$ cat config.mk
export PLATFORM = sky130hd
export DESIGN_NAME = store_rmw_unit
export DESIGN_NICKNAME = d
export VERILOG_FILES = /design/src/rtl/store_rmw_unit_pkg.sv /design/src/rtl/store_rmw_unit_merge.sv /design/src/rtl/store_rmw_unit.sv
export SDC_FILE = /design/constraint.sdc
export NUM_CORES = 1
export LEC_CHECK = 0
export ABC_CLOCK_PERIOD_IN_PS = 1600
export BUFFER_PORTS_ARGS = -buffer_cell sky130_fd_sc_hd__buf_4
export CAP_MARGIN = 20
export CORE_ASPECT_RATIO = 2
export CORE_MARGIN = 10
export CORE_UTILIZATION = 45
export DETAILED_ROUTE_END_ITERATION = 8
export GPL_TIMING_DRIVEN = 0
export HOLD_SLACK_MARGIN = 0.03
export PLACE_DENSITY = 0.85
export SYNTH_ARGS = -nofsm -noshare
export SYNTH_HDL_FRONTEND = slang
export SYNTH_SLANG_ARGS = --single-unit
$ cat constraint.sdc
create_clock -name clk -period 1.6 [get_ports clk]
set_clock_uncertainty 0.05 [all_clocks]
set_input_delay 0.32 -clock clk [delete_from_list [all_inputs] [get_ports clk]]
set_output_delay 0.32 -clock clk [all_outputs]
set_load 0.01 [all_outputs]
$ cat src/rtl/store_rmw_unit_pkg.sv
// Shared CPU definitions used by the store and load paths.
//   - store_size_e : access size encoding carried on req_size
//   - rmw_state_e  : state encoding of the store read-modify-write FSM
//   - is_misaligned: alignment rule for a size / low address pair
package store_rmw_unit_pkg;

    typedef enum logic [1:0] {
        SZ_BYTE = 2'b00,
        SZ_HALF = 2'b01,
        SZ_WORD = 2'b10,
        SZ_ILL  = 2'b11
    } store_size_e;

    typedef enum logic [2:0] {
        ST_IDLE  = 3'd0,
        ST_READ  = 3'd1,
        ST_WAIT  = 3'd2,
        ST_WRITE = 3'd3,
        ST_ERR   = 3'd4
    } rmw_state_e;

    // Illegal size, odd halfword address or non-word-aligned word address.
    function automatic logic is_misaligned(input logic [1:0] size, input logic [1:0] addr_lo);
        logic bad;
        bad = 1'b1;
        case (size)
            SZ_BYTE: bad = 1'b0;
            SZ_HALF: bad = addr_lo[0];
            SZ_WORD: bad = (addr_lo != 2'b00);
            default: bad = 1'b1;
        endcase
        return bad;
    endfunction

endpackage

$ cat src/rtl/store_rmw_unit_merge.sv
// byte_lane_merge: combinational merge of store data into a memory word.
//   old_word [31:0] : word read back from memory
//   new_data [31:0] : store data, payload in the low-order bits
//   size     [1:0]  : access size (store_size_e encoding)
//   addr_lo  [1:0]  : low byte-address bits selecting the lane(s)
//   merged   [31:0] : old_word with the addressed lane(s) replaced
module byte_lane_merge
    import store_rmw_unit_pkg::*;
(
    input  logic [31:0] old_word,
    input  logic [31:0] new_data,
    input  logic [1:0]  size,
    input  logic [1:0]  addr_lo,
    output logic [31:0] merged
);

    // Replace the addressed byte or halfword lane; everything else keeps old_word.
    always_comb begin
        merged = old_word;
        case (size)
            SZ_BYTE: begin
                case (addr_lo)
                    2'd0:    merged[7:0]   = new_data[7:0];
                    2'd1:    merged[15:8]  = new_data[7:0];
                    2'd2:    merged[23:16] = new_data[7:0];
                    2'd3:    merged[31:24] = new_data[7:0];
                    default: merged        = old_word;
                endcase
            end
            SZ_HALF: begin
                if (addr_lo[1]) begin
                    merged[31:16] = new_data[15:0];
                end else begin
                    merged[15:0]  = new_data[15:0];
                end
            end
            // Full-word stores never go through the merge path; pass data through.
            SZ_WORD: merged = new_data;
            default: merged = old_word;
        endcase
    end

endmodule

$ cat src/rtl/store_rmw_unit.sv
// store_rmw_unit: store path onto a word-wide synchronous RAM. Word stores
// write directly; byte/halfword stores read the word, merge, and write back.
// Misaligned or illegal-size requests are rejected with a misalign pulse.
//   clk, rst                 : rising-edge clock, synchronous active-high reset
//   req_valid/req_ready      : request handshake (ready only when idle)
//   req_addr/req_data/req_size: byte address, store data, access size
//   done, misalign           : one-cycle completion / rejection pulses
//   mem_addr                 : word address of the latched request
//   mem_rd_en/mem_rdata      : read strobe, data returned the following cycle
//   mem_wr_en/mem_wdata      : write strobe and word to write
module store_rmw_unit
    import store_rmw_unit_pkg::*;
#(
    parameter int ADDR_WIDTH = 32,
    parameter int DATA_WIDTH = 32
) (
    input  logic                  clk,
    input  logic                  rst,
    input  logic                  req_valid,
    output logic                  req_ready,
    input  logic [ADDR_WIDTH-1:0] req_addr,
    input  logic [DATA_WIDTH-1:0] req_data,
    input  logic [1:0]            req_size,
    output logic                  done,
    output logic                  misalign,
    output logic [ADDR_WIDTH-3:0] mem_addr,
    output logic                  mem_rd_en,
    input  logic [DATA_WIDTH-1:0] mem_rdata,
    output logic                  mem_wr_en,
    output logic [DATA_WIDTH-1:0] mem_wdata
);

    rmw_state_e            state_r;
    rmw_state_e            state_s;
    logic [ADDR_WIDTH-1:0] addr_r;
    logic [DATA_WIDTH-1:0] data_r;
    logic [1:0]            size_r;
    logic [DATA_WIDTH-1:0] wdata_r;
    logic [DATA_WIDTH-1:0] merged_s;
    logic                  accept_s;

    assign accept_s = (state_r == ST_IDLE) && req_valid;

    byte_lane_merge u_merge (
        .old_word (mem_rdata),
        .new_data (data_r),
        .size     (size_r),
        .addr_lo  (addr_r[1:0]),
        .merged   (merged_s)
    );

    // State register.
    always_ff @(posedge clk) begin
        if (rst) begin
            state_r <= ST_IDLE;
        end else begin
            state_r <= state_s;
        end
    end

    // Next-state logic.
    always_comb begin
        state_s = state_r;
        case (state_r)
            ST_IDLE: begin
                if (!req_valid) begin
                    state_s = ST_IDLE;
                end else if (is_misaligned(req_size, req_addr[1:0])) begin
                    state_s = ST_ERR;
                end else if (req_size == SZ_WORD) begin
                    state_s = ST_WRITE;
                end else begin
                    state_s = ST_READ;
                end
            end
            ST_READ:  state_s = ST_WAIT;
            ST_WAIT:  state_s = ST_WRITE;
            ST_WRITE: state_s = ST_IDLE;
            ST_ERR:   state_s = ST_IDLE;
            default:  state_s = ST_IDLE;
        endcase
    end

    // Request latch and write-data register; word data is loaded at acceptance,
    // merged data is captured in WAIT when mem_rdata is valid.
    always_ff @(posedge clk) begin
        if (rst) begin
            addr_r  <= {ADDR_WIDTH{1'b0}};
            data_r  <= {DATA_WIDTH{1'b0}};
            size_r  <= 2'b00;
            wdata_r <= {DATA_WIDTH{1'b0}};
        end else if (accept_s) begin
            addr_r  <= req_addr;
            data_r  <= req_data;
            size_r  <= req_size;
            wdata_r <= req_data;
        end else if (state_r == ST_WAIT) begin
            wdata_r <= merged_s;
        end
    end

    // Address and write data come straight from registers, so they stay
    // stable from READ through WRITE.
    assign mem_addr  = addr_r[ADDR_WIDTH-1:2];
    assign mem_wdata = wdata_r;

    // Output decode from the state register only.
    always_comb begin
        req_ready = 1'b0;
        done      = 1'b0;
        misalign  = 1'b0;
        mem_rd_en = 1'b0;
        mem_wr_en = 1'b0;
        case (state_r)
            ST_IDLE:  req_ready = 1'b1;
            ST_READ:  mem_rd_en = 1'b1;
            ST_WAIT:  req_ready = 1'b0;
            ST_WRITE: begin
                mem_wr_en = 1'b1;
                done      = 1'b1;
            end
            ST_ERR:   misalign = 1'b1;
            default:  req_ready = 1'b0;
        endcase
    end

endmodule

==> out/qor.csv <==
stage,metric,value,unit
outcome,violations,negative setup slack,
critical_path,startpoint_type,flop,
global_route,grt_pass1_wl,29.3,mm
route,vias,6218,
timing,final_max_slew_viol_count,0,
min_path,hp-start,req_data[5],
critical_path,r2r-start,state_r[0]$_SDFF_PP0_,
floorplanning,ioPinCount,168,
route,dr.pass1.iters,6,
global_route,grt_pass1_vias,5704,
placement,numPlacedInstances,951,
timing,finalHoldViolCount,0,
timing,setup_ws,-0.190,ns
critical_path,ff2ff_path_depth,6,
pwr,finalPower,8200,µW
pwr,ir_drop,692,µV
placement,gp_congestion,0.993,
timing,finalCritPeriodShare,1.12,
synth,synth_cell_types,45,
synth,synth_area_leaders,"dfxtp_1, a21oi_1, nand2_1, buf_4, a221o_1",
floorplanning,start_util,0.462,
cts,clock_sinks,101,
critical_path,reg2reg_slack,-0.19,ns
global_route,grt_max_degree,16,
timing,period_needed,1.79,ns
timing,maxClockFrequency,559,MHz
global_route,antenna_found_initial,0,
route,drc,0,
critical_path,arrival,1.98,ns
floorplanning,std_cell_rows,54,
synth,syn_area,5090,µm²
timing,fin_setup_tns,-12.56,ns
synth,synthCells,645,
floorplanning,coreArea,11000,µm²
pwr,leakagePower,0.00359,µW
min_path,worst_hold_path_type,input pin to flop,
min_path,whs_endpoint,mem_wdata[5]$_SDFFE_PP0P_,
finish,diodes,0,
global_route,grt-ovfl-total,0,
cts,clk_latency,0.35,ns
critical_path,cp_cell_sequence,buf_8 -> or4b_4 -> buf_12 -> clkbuf_16 -> o221ai_2 -> a21oi_1,
finish,area_growth,55.4,%
synth,ys_ff_latch,101,
critical_path,path_class,flop to flop,
synth,synth_top_area_frac,0.397,
cts,cts_inserted_buffers,9,
global_route,grtUsageTotal,0.231,
route,final_antenna_net_count,0,
route,viasPerCell,6.24,
placement,numPortBuffers,166,
critical_path,critPathMaxFanout,9,
timing,rsz0062_at_grt,yes,
route,wl,22.3,mm
cts,clk_pin_slew,0.07,ns
synth,synth_edf_count,0,
critical_path,critPathRequiredTime,1.79,ns
min_path,hold_depth,2,
cts,root_buffer,clkbuf_16,
finish,fin_cells,996,
critical_path,r2r-end,mem_wdata[10]$_SDFFE_PP0P_,
synth,synth_top_area_cell,dfxtp_1,
timing,tightestPinTransition,0.565,ns
cts,ctsLongestPathBuffers,2,
outcome,status,"complete, but fails checks",
synth,ys_seq_area_frac,0.397,
cts,cts_tree,done,
finish,fill_cells,763,
synth,syn_avg_cell_area,7.89,µm²
route,wire_per_inst,22.4,µm
floorplanning,dieArea,16200,µm²
floorplanning,die_w,95.2,µm
critical_path,endpoint_kind,flop,
route,dr.first_iter.drc_count,642,
synth,synth_fp_nets,746,
run,max-cap-violations,0,
synth,synth_flop_cell,dfxtp_1,
placement,dpl.hpwl,14.4,mm
cts,cts_hold_buf,0,
finish,nets,952,
critical_path,max_stage_delay,0.56,ns
critical_path,slowest_stage,or4b_4,
cts,cts_htree_levels,3,
floorplanning,die_h,170,µm
timing,relSlewSlack,0.624,
pwr,p_per_area,1040,nW/µm²
timing,setup_viol,104,
finish,layout-drive-gt1-share,0.445,
synth,async_reset_ff_frac,0,
synth,yosysWarnings,0,
placed cells by master, fill, tap and decap left out, drive strengths merged, types with 2 or more instances in the layout:
cell type and count:
buf 255, a21oi 111, o21ai 10, nor2b 12, or3b 2, nor3b 3
dfxtp 101, nand2b 2, a21o 8, a221o 22, and4b 2, o22ai 14
o221ai 8, a221oi 15, clkinv 2, a311oi 8, nand2 145, a2bb2oi 7
inv 9, o211a 8, nor2 23, a22oi 7, clkbuf 44, or4b 9
and3b 2, nor3 11, o311a 2, mux2i 2, o31ai 2, a31oi 3
metal layers:
layer	up-vias	wire, µm	GRT usage
li1	2694	-	-
met1	2889	7060	0.224
met2	498	11600	0.418
met3	137	2250	0.0582
met4	0	1360	0.140
met5	-	0	0
critical path: cells and delay by family, from the launching register on:
kind                   cells  cell delay, ns
buffers and inverters      3            0.50
AND/OR/NAND/NOR            1            0.56
flip-flops                 1            0.34
AO/OA/AOI/OAI              2            0.21
kinds of logic after synthesis:
kind of cell           count (synthesis)  synth area share
AND/OR/NAND/NOR                      215             0.194
multiplexers                           2           0.00393
XOR/XNOR                               1           0.00172
buffers and inverters                100             0.105
AO/OA/AOI/OAI                        226             0.297
flip-flops                           101             0.397
synth_stat cells (3+ instances only):
cell type,n
nor3b_1,3
dfxtp_1,101
nand2_1,145
a221o_1,22
nor3_1,10
clkbuf_1,31
or4b_1,6
buf_1,3
o211a_1,8
a22oi_1,7
o22ai_1,14
or4b_2,3
a21oi_1,111
a2bb2oi_1,7
a221oi_1,13
o21ai_0,10
a311oi_1,8
a31oi_1,3
nor2b_1,11
nor2_1,22
buf_4,33
o221ai_1,8
a21o_1,8
buf_2,22
inv_1,9
final cells by class:
cell class                      instances  area (µm²)  share of cell area
Clock buffer                           13         260              0.0329
Inverter                                9        33.8             0.00427
Tap cell                              140         175              0.0222
Buffer                                 87         758              0.0959
Timing Repair Buffer                  199        1670               0.211
Clock inverter                          3        43.8             0.00554
Sequential cell                       101        2040               0.258
Multi-Input combinational cell        444        2930               0.371
state kept, by name, summed over array words and instances (netlist names):
name and cells:
addr_r 32, data_r 32, size_r 2, state_r 3
mem_wdata 32
metrics by stage:
step	worst slack (ns)	instance area [µm²]	util	hold WS (ns)
2_1_floorplan	-0.0686	5120	-	0.378
3_3_place_gp	-0.764	6550	0.594	0.392
3_5_place_dp	-0.765	6550	0.594	0.398
4_1_cts	-0.161	7230	0.657	0.117
5_1_grt	-0.210	7910	0.718	0.122
6_report	-0.190	7910	0.718	0.122
power by group:
group	switching (µW)	internal (µW)	total (µW)
sequential	266	2800	3070
clock	989	1300	2290
combinational	1420	1430	2840
worst max-delay path by stage:
| stage | startpoint | end | slack, ns |
|---|---|---|---|
| finish | state_r[0]$_SDFF_PP0_ | mem_wdata[10]$_SDFFE_PP0P_ | -0.19 |
| floorplan | state_r[1]$_SDFF_PP0_ | mem_wdata[29]$_SDFFE_PP0P_ | -0.07 |
| global placement | req_valid | mem_wdata[22]$_SDFFE_PP0P_ | -0.76 |
| detailed placement | req_valid | mem_wdata[16]$_SDFFE_PP0P_ | -0.77 |
| global route | state_r[0]$_SDFF_PP0_ | mem_wdata[30]$_SDFFE_PP0P_ | -0.21 |
| CTS | state_r[1]$_SDFF_PP0_ | mem_wdata[30]$_SDFFE_PP0P_ | -0.16 |
repair_timing:
action / in CTS / in global routing
resized for setup: 87 / 112
gates cloned: 1 / 9
setup buffers: 8 / 15
pin swaps: 13 / 18
endpoints found under the hold margin: 0 / 0
setup endpoints to repair: 105 / 106
Power figures use the tool's default switching activity.
